<file path="src/rtl/store_buffer_pkg.sv">
// Shared types and width codes for the posted-write store buffer.
// Latency: n/a (types only).
// Backpressure: n/a (types only).
package store_buffer_pkg;

  // Default widths of a buffered entry; the store_buffer parameters default to these.
  localparam int SB_AW = 9;
  localparam int SB_DW = 32;

  // Store width codes
  localparam logic [2:0] F3_SB  = 3'b000;
  localparam logic [2:0] F3_SH  = 3'b001;
  localparam logic [2:0] F3_SW  = 3'b010;

  // Load width codes
  localparam logic [2:0] F3_LB  = 3'b000;
  localparam logic [2:0] F3_LH  = 3'b001;
  localparam logic [2:0] F3_LW  = 3'b010;
  localparam logic [2:0] F3_LBU = 3'b100;

  // One buffered store: unshifted data, byte address and width code kept verbatim
  typedef struct packed {
    logic [SB_AW-1:0] addr;
    logic [SB_DW-1:0] data;
    logic [2:0]       funct3;
  } sb_entry_t;

endpackage

</file>
<file path="src/rtl/store_buffer_sb_fifo.sv">
// Circular store queue; every slot and its valid bit is exposed for the load hazard compare.
// Latency: a pushed entry is at the head the cycle after the push edge.
// Backpressure: push ignored when full, pop ignored when empty; caller gates with full/empty.
module sb_fifo
  import store_buffer_pkg::*;
#(
  parameter int DEPTH = 4
) (
  input  logic                     clk,
  input  logic                     rst_n,
  input  logic                     push,
  input  sb_entry_t                push_entry,
  input  logic                     pop,
  output sb_entry_t                head,
  output sb_entry_t [DEPTH-1:0]    entries,
  output logic [DEPTH-1:0]         valid,
  output logic [$clog2(DEPTH):0]   count,
  output logic                     empty,
  output logic                     full
);

  localparam int PW = $clog2(DEPTH);
  localparam int CW = PW + 1;

  sb_entry_t [DEPTH-1:0] mem;
  logic [PW-1:0]         wp;
  logic [PW-1:0]         rp;
  logic                  do_push;
  logic                  do_pop;

  assign empty   = (count == '0);
  assign full    = (count == CW'(DEPTH));
  assign do_push = push && !full;
  assign do_pop  = pop && !empty;
  assign head    = mem[rp];
  assign entries = mem;

  // Pointers, occupancy and per-slot valid bits; pointers wrap naturally (DEPTH is a power of two)
  always_ff @(posedge clk or negedge rst_n) begin
    if (!rst_n) begin
      wp    <= '0;
      rp    <= '0;
      count <= '0;
      valid <= '0;
    end else begin
      if (do_push) begin
        wp        <= wp + 1'b1;
        valid[wp] <= 1'b1;
      end
      if (do_pop) begin
        rp        <= rp + 1'b1;
        valid[rp] <= 1'b0;
      end
      case ({do_push, do_pop})
        2'b10:   count <= count + 1'b1;
        2'b01:   count <= count - 1'b1;
        default: count <= count;
      endcase
    end
  end

  // Slot payload needs no reset: valid bits and count gate every use of it
  always_ff @(posedge clk) begin
    if (do_push) begin
      mem[wp] <= push_entry;
    end
  end

endmodule

</file>
<file path="src/rtl/store_buffer.sv">
// Posted-write buffer in front of data memory: queues committed stores, drains one per free port cycle.
// Latency: a store reaches the memory port no earlier than the cycle after it is accepted.
// Backpressure: st_ready low when full or a load is presented; ld_stall while a buffered store hits the load word.
module store_buffer
  import store_buffer_pkg::*;
#(
  parameter int DEPTH      = 4,
  parameter int DM_ADDRESS = SB_AW,
  parameter int DATA_W     = SB_DW
) (
  input  logic                    clk,
  input  logic                    rst_n,
  input  logic                    st_valid,
  output logic                    st_ready,
  input  logic [DM_ADDRESS-1:0]   st_addr,
  input  logic [DATA_W-1:0]       st_data,
  input  logic [2:0]              st_funct3,
  input  logic                    ld_req,
  input  logic [DM_ADDRESS-1:0]   ld_addr,
  input  logic [2:0]              ld_funct3,
  output logic                    ld_stall,
  output logic                    mem_read,
  output logic                    mem_write,
  output logic [DM_ADDRESS-1:0]   mem_addr,
  output logic [DATA_W-1:0]       mem_wd,
  output logic [2:0]              mem_funct3,
  output logic [$clog2(DEPTH):0]  count,
  output logic                    empty
);

  sb_entry_t             push_entry;
  sb_entry_t             head;
  sb_entry_t [DEPTH-1:0] entries;
  logic [DEPTH-1:0]      valid;
  logic                  full;
  logic                  push;
  logic                  pop;
  logic                  word_hit;
  logic                  hazard;
  logic                  load_go;

  // The pipeline never presents a store and a load together, so refusing stores during a load is free
  assign st_ready   = !full && !ld_req;
  assign push       = st_valid && st_ready;
  assign push_entry = '{addr: st_addr, data: st_data, funct3: st_funct3};

  sb_fifo #(
    .DEPTH (DEPTH)
  ) u_fifo (
    .clk        (clk),
    .rst_n      (rst_n),
    .push       (push),
    .push_entry (push_entry),
    .pop        (pop),
    .head       (head),
    .entries    (entries),
    .valid      (valid),
    .count      (count),
    .empty      (empty),
    .full       (full)
  );

  // Word-granular match of the load against every live entry; no byte overlap, no forwarding
  always_comb begin
    word_hit = 1'b0;
    for (int i = 0; i < DEPTH; i++) begin
      if (valid[i] && (entries[i].addr[DM_ADDRESS-1:2] == ld_addr[DM_ADDRESS-1:2])) begin
        word_hit = 1'b1;
      end
    end
  end

  assign hazard   = ld_req && word_hit;
  assign ld_stall = hazard;
  assign load_go  = ld_req && !hazard;
  // A stalled load keeps draining so the matching store leaves as soon as possible
  assign pop      = !load_go && !empty;

  // Port arbitration: clean load first, then head-of-queue drain, otherwise idle with all outputs low
  always_comb begin
    mem_read   = 1'b0;
    mem_write  = 1'b0;
    mem_addr   = '0;
    mem_wd     = '0;
    mem_funct3 = 3'b000;
    if (load_go) begin
      mem_read   = 1'b1;
      mem_addr   = ld_addr;
      mem_funct3 = ld_funct3;
    end else if (!empty) begin
      mem_write  = 1'b1;
      mem_addr   = head.addr;
      mem_wd     = head.data;
      mem_funct3 = head.funct3;
    end
  end

endmodule
</file>
<file path="config.mk">
export PLATFORM = sky130hd
export DESIGN_NAME = store_buffer
export DESIGN_NICKNAME = d
export VERILOG_FILES = /design/src/rtl/store_buffer_pkg.sv /design/src/rtl/store_buffer_sb_fifo.sv /design/src/rtl/store_buffer.sv
export SDC_FILE = /design/constraint.sdc
export NUM_CORES = 1
export LEC_CHECK = 0
export CAP_MARGIN = 40
export CORE_ASPECT_RATIO = 1.4
export CORE_MARGIN = 2
export CORE_UTILIZATION = 55
export CTS_CLUSTER_SIZE = 20
export DETAILED_ROUTE_END_ITERATION = 10
export GPL_ROUTABILITY_DRIVEN = 0
export PLACE_DENSITY = 0.76
export RECOVER_POWER = 100
export SLEW_MARGIN = 20
export SYNTH_ARGS = -nofsm -noshare
export SYNTH_HDL_FRONTEND = slang
export SYNTH_SLANG_ARGS = --single-unit
export TNS_END_PERCENT = 5
</file>
<file path="constraint.sdc">
create_clock -name clk -period 4.25 [get_ports clk]
set_input_delay 0.6375 -clock clk [delete_from_list [all_inputs] [get_ports clk]]
set_output_delay 0.6375 -clock clk [all_outputs]
set_load 0.02 [all_outputs]
</file>
-- Yosys cells after proc, flatten, opt, wreduce, memory -nomap -nowiden
Index checks and enable logic that the tools add are counted.
W data, S select, Z words.
- flip-flop bits (word level): 187
- output and inout port bits: 52
- $add $sub $neg: 4
- order comparisons: 4
- eq/ne operators: 7
- mux-type cells: 25
- bitwise gates (word level): 3
- reductions and logical operators: 20
- operators with widths (cell ; number):
    $bwmux W176 ; 1
    $bmux W44 S2 ; 1
    $demux W44 S2 ; 1
    $mux W44 ; 2
    $mux W32 ; 2
    $eq A7 B7 Y1 ; 4
    $mux W9 ; 2
    $logic_and A1 B1 Y1 ; 13
    $mux W1 ; 9
    $mux W4 ; 2
    $lt A2 B3 Y1 const B ; 2
    $mux W3 ; 2
    $pmux W3 S2 ; 1
    $logic_not A1 Y1 ; 5
    $add A2 B1 Y2 const B ; 2
    $and A4 B4 Y4 ; 1
    $demux W1 S2 ; 2
    $ge A2 B1 Y1 const B ; 2
    $not A4 Y4 ; 1
    $or A4 B4 Y4 ; 1
    $add A3 B1 Y3 const B ; 1
    $eq A3 B3 Y1 const B ; 1
    $logic_not A3 Y1 ; 1
    $sub A3 B1 Y3 const B ; 1
    3 further kinds ; 3

-- Depth between registers and ports, before layout
- word-level depth: 14
- mapped depth: 14
- mapped depth without buffers: 11

-- Hierarchy
From an unflattened synthesis, not the netlist that was laid out.
- cell total of the unflattened synthesis: 398
- area total of the unflattened synthesis: 7950.1 um^2
- by module, submodules not included (module ; instances ; cells each ; area each (um^2)):
    sb_fifo ; 1 ; 284 ; 7054.3
    store_buffer ; 1 ; 114 ; 895.9

-- Least setup slack after synthesis
Ideal clock, no wire load.
- path kind: input port to flip-flop
- from: input port ld_addr[6]
- to: register u_fifo.count[2]
- setup time: 80 ps
- arrival time: 2739 ps
- data required time: 4170 ps
- slack: 1431 ps
- stages: 14
- path buffers: 3
- cells stage by stage: buf_4 -> xnor2_1 -> nand4_1 -> nor2_1 -> nor4_4 -> a21oi_2 -> buf_2 -> buf_6 -> ha_1 -> inv_1 -> fa_1 -> xor2_1 -> nor2_1 -> xor2_1
- word-level cells in the longest chain between the ends: 14
- elaborated cells between the ends (all ways): 22
- those cells by class: eq/ne: 6; mux: 5; reduce/logical: 11
- RTL lines (element ; RTL line ; RTL):
    from (decl) ; store_buffer.sv:19 ; input logic [DM_ADDRESS-1:0] ld_addr,
    $eq A7 B7 Y1 ; store_buffer.sv:67 ; if (valid[i] && (entries[i].addr[DM_ADDRESS-1:2] == ld_addr[DM_ADDRESS-1:2])) begin
    $logic_and A1 B1 Y1 ; store_buffer.sv:67 ;
    $mux W1 (3 in a row) ; store_buffer.sv:67 ;
    $mux W1 * ; store_buffer.sv:67 ;
    $logic_and A1 B1 Y1 * ; store_buffer.sv:73 ; assign hazard = ld_req && word_hit;
    $logic_not A1 Y1 * ; store_buffer.sv:75 ; assign load_go = ld_req && !hazard;
    $logic_and A1 B1 Y1 * ; store_buffer.sv:75 ;
    $logic_not A1 Y1 * ; store_buffer.sv:77 ; assign pop = !load_go && !empty;
    $logic_and A1 B1 Y1 * ; store_buffer.sv:77 ;
    $logic_and A1 B1 Y1 * ; store_buffer_sb_fifo.sv:34 ; assign do_pop = pop && !empty;
    $eq A2 B1 Y1 or $eq A2 B2 Y1 (tied branches) ; store_buffer_sb_fifo.sv:54 ; case ({do_push, do_pop})
    $pmux W3 S2 or $reduce_bool A2 Y1 (tied branches) ; -- ;
    to (signal assigned) ; store_buffer_sb_fifo.sv:55 ; 2'b10: count <= count + 1'b1;
    to (signal assigned) ; store_buffer_sb_fifo.sv:56 ; 2'b01: count <= count - 1'b1;
    to (signal assigned) ; store_buffer_sb_fifo.sv:57 ; default: count <= count;
    to (decl) ; store_buffer_sb_fifo.sv:17 ; output logic [$clog2(DEPTH):0] count,
Every way passes the cells marked *; elsewhere a longest branch is shown, timed or not.
A chain may end at the register's enable or synchronous reset.

-- Worst setup path in the final report
- from: input port ld_addr[8]
- to: output port mem_addr[4]
- word-level cells in the longest chain between the ends: 10
- elaborated cells between the ends (all ways): 16
- those cells by class: eq/ne: 4; mux: 5; reduce/logical: 7
- RTL lines (element ; RTL line ; RTL):
    $eq A7 B7 Y1 ; store_buffer.sv:67 ;
    $logic_and A1 B1 Y1 ; store_buffer.sv:67 ;
    $mux W1 (3 in a row) ; store_buffer.sv:67 ;
    $mux W1 * ; store_buffer.sv:67 ;
    $logic_and A1 B1 Y1 * ; store_buffer.sv:73 ;
    $logic_not A1 Y1 * ; store_buffer.sv:75 ;
    $logic_and A1 B1 Y1 * ; store_buffer.sv:75 ;
    $mux W9 * ; store_buffer.sv:86 ; if (load_go) begin
    to (decl) ; store_buffer.sv:24 ; output logic [DM_ADDRESS-1:0] mem_addr,
Marks and branches as above.

==> results.yml <==
outcome:
  status: "completed"
logic_synthesis:
  netlist_top_cells_count: "edfxtp_1, mux4_2, and2_1"
  syn_area_per_cell_sq_um: 19.9
  synth_cells: 395
  synthesis.area_sq_um: 7850
  netlist.area_leader.share_pct: 67.3
  ys_seq_elements: 187
  async_flop_share_pct: 5.88
  synth_top_area_cell: "edfxtp_1"
  synth_cell_type_count: 31
  yosysMostFrequentCell: "edfxtp_1"
  synth_nets: 465
  synth_area_leaders: "edfxtp_1, mux4_2, dfrtp_1"
  synth_edf_count: 176
  ys.flop_type: "edfxtp_1"
  synth-warning-count: 0
  yosysSeqAreaShare_pct: 70.8
setup_path:
  worstReg2RegStart: "u_fifo.count[0]"
  path_cells: "dlygate4sd3_1 -> xnor2_1 -> nand4_1 -> nor2_1 -> nor4_4 -> nand2_2 -> mux2_4 -> clkdlybuf4s50_1"
  critPathLaunchType: "input port"
  critPathSlowestCell: "dlygate4sd3_1"
  worstPathRequired_ns: 3.61
  max_stage_delay_ns: 0.65
  worstSetupEndpoint: "mem_addr[4]"
  cp.depth: 8
  critPathTopFamily: "buffers and inverters"
  crit_path_max_fanout: 13
  worstPathArrival_ns: 3.30
  end_kind: "primary output"
  r2r-end: "u_fifo.entries[7]"
  critPathKind: "input port to primary output"
  worstSetupStartpoint: "ld_addr[8]"
  r2r_cells: 5
  r2r_slack_ns: 0.90
  cp.buffers_inverters: 2
power:
  pwr-share-comb_pct: 32.4
  sw_frac_of_total_pct: 28.8
  p_per_area_nw_per_um2: 607
  p_sw_mw: 1.71
  vdd_drop_max_uv: 341
  p_leak_nw: 3.35
  p_clk_share_pct: 26.8
  power.internal_mw: 4.23
  power_frac_seq_pct: 40.8
clock_tree:
  cts-resized-gates: 0
  post_cts.repair.setup_buffers: 0
  clkTransAtPathRegs_ns: 0.07
  clock_latency_ns: 0.41
  clockRootBuffer: "clkbuf_16"
  ctsHoldBuffers: 0
  cts_max_path_buffers: 2
  cts_buffers: 17
  cts_sinks: 187
  cts_max_level: 4
  cts_tree: "yes"
finish:
  postLayoutCoreUtil_pct: 70.3
  multi_input_area_sq_um: 2120
  final-seq-area_sq_um: 5570
  drive_above_1_share_pct: 19.8
  layout-area-overhead-vs-synth_pct: 24.7
  nets: 586
  fill_cells: 961
worst_hold_path:
  min_from: "u_fifo.count[0]"
  min_path_type: "register to register"
floorplan:
  dieArea_sq_um: 15300
  die_h_um: 145
  ios: 112
  design.core.area_sq_um: 13900
  die_x_um: 105
  rows: 51
  initial_utilization_pct: 56.4
grt:
  grt_max_degree: 46
  grt_pass1_wl_um: 22700
  gr-usage-all-layers_pct: 19.8
  grt_overflow: 0
  antenna_found_initial: 3
  grt_pass1_vias: 4195
sta:
  finalHoldViolations: 0
  finalCritPeriodShare_pct: 92.7
  drv_slew: 0
  grt_setup_unrepaired: "false"
  worst_pin_slew_ns: 1.39
  setup_viol: 0
  whs_ns: 0.537
  relSlewSlack_pct: 7.24
  timing.final.ws_setup_ns: 0.312
  clock-skew-final_ns: 0.0121
  setup_tns_ns: 0
  fmax_mhz: 254
  period_minus_slack_ns: 3.94
placed_design:
  pre_cts_ws_ns: 0.365
  port_buffers: 111
  post-dp-hpwl_um: 9270
route:
  drc: 0
  route.met3.wl_um: 731
  dr.pass1.iters: 4
  routed_via_density: 5.49
  drt-met1-wl_um: 5580
  highest_layer: "met4"
  drt-initial-drc-count: 202
  routed_wl_um: 14400
  dr_wl_met2_um: 7880
  wl_per_cell_um: 20.0
  vias: 3945
  drtAntennaViolNets: 0
job:
  drv_cap: 0
stage by stage:
| stage | cells | area, sq um | total power [mW] |
|---|---|---|---|
| after floorplan | 395 | 7850 | 3.74 |
| after global placement | 680 | 9170 | 4.42 |
| after detailed placement | 680 | 9170 | 4.47 |
| after CTS | 712 | 9780 | 6.06 |
| after global routing | 717 | 9780 | 6.23 |
| final | 718 | 9790 | 5.94 |
how the worst min path moves through the flow:
stage | endpoint | depth (start not counted)
6_report | u_fifo.count[0] | 1
5_1_grt | u_fifo.count[2] | 1
4_1_cts | u_fifo.count[0] | 1
3_5_place_dp | u_fifo.count[0] | 1
3_3_place_gp | u_fifo.count[0] | 1
2_1_floorplan | u_fifo.count[0] | 0
sequential cells by signal (all words and copies together), names as in the netlist:
signal / flops
u_fifo.wp: 2
u_fifo.count: 3
u_fifo.valid: 4
u_fifo.rp: 2
u_fifo.entries: 176
routing by layer:
| layer | vias to the layer above | track usage [%] |
|---|---|---|
| li1 | 1788 | - |
| met1 | 2031 | 23.9 |
| met2 | 112 | 35.4 |
| met3 | 14 | 4.43 |
| met4 | 0 | 6.40 |
| met5 | - | 0 |
final cells by class:
| class | instances | area share (%) |
|---|---|---|
| Antenna cell | 4 | 0.102 |
| Clock buffer | 20 | 4.56 |
| Tap cell | 185 | 2.37 |
| Multi-Input combinational cell | 176 | 21.7 |
| Clock inverter | 12 | 1.65 |
| Timing Repair Buffer | 125 | 12.4 |
| Sequential cell | 187 | 56.9 |
| Inverter | 9 | 0.345 |
power by group through the flow:
stage               registers [mW]  clock network (mW)  logic, mW
floorplan                     2.38                   0       1.36
global placement              2.50                   0       1.92
detailed placement            2.52                   0       1.95
CTS                           2.48                1.62       1.96
global route                  2.46                1.70       2.07
finish                        2.43                1.59       1.93
placed cells by master, fill, tap and decap left out, types with 10 or more instances in the layout:
cell / count
clkbuf_16: 17
xnor2_1: 31
clkdlybuf4s50_1: 25
nor2b_1: 12
mux4_2: 44
and2_1: 32
dlygate4sd3_1: 86
mux2_4: 10
edfxtp_1: 176
kinds of logic (layout without fill, tap and decap cells):
family	after synthesis	count (layout)	share of synthesized area, %
and+or+nand+nor	67	67	5.34
other	0	4	0
muxes	58	58	15.1
adders and majority gates	10	10	1.69
xor gates and xnor gates	33	33	3.68
AOI/OAI and AO/OA	8	8	1.08
buffers and inverters	32	166	2.26
DFF	187	187	70.8
(Power assumes the default switching activity.)
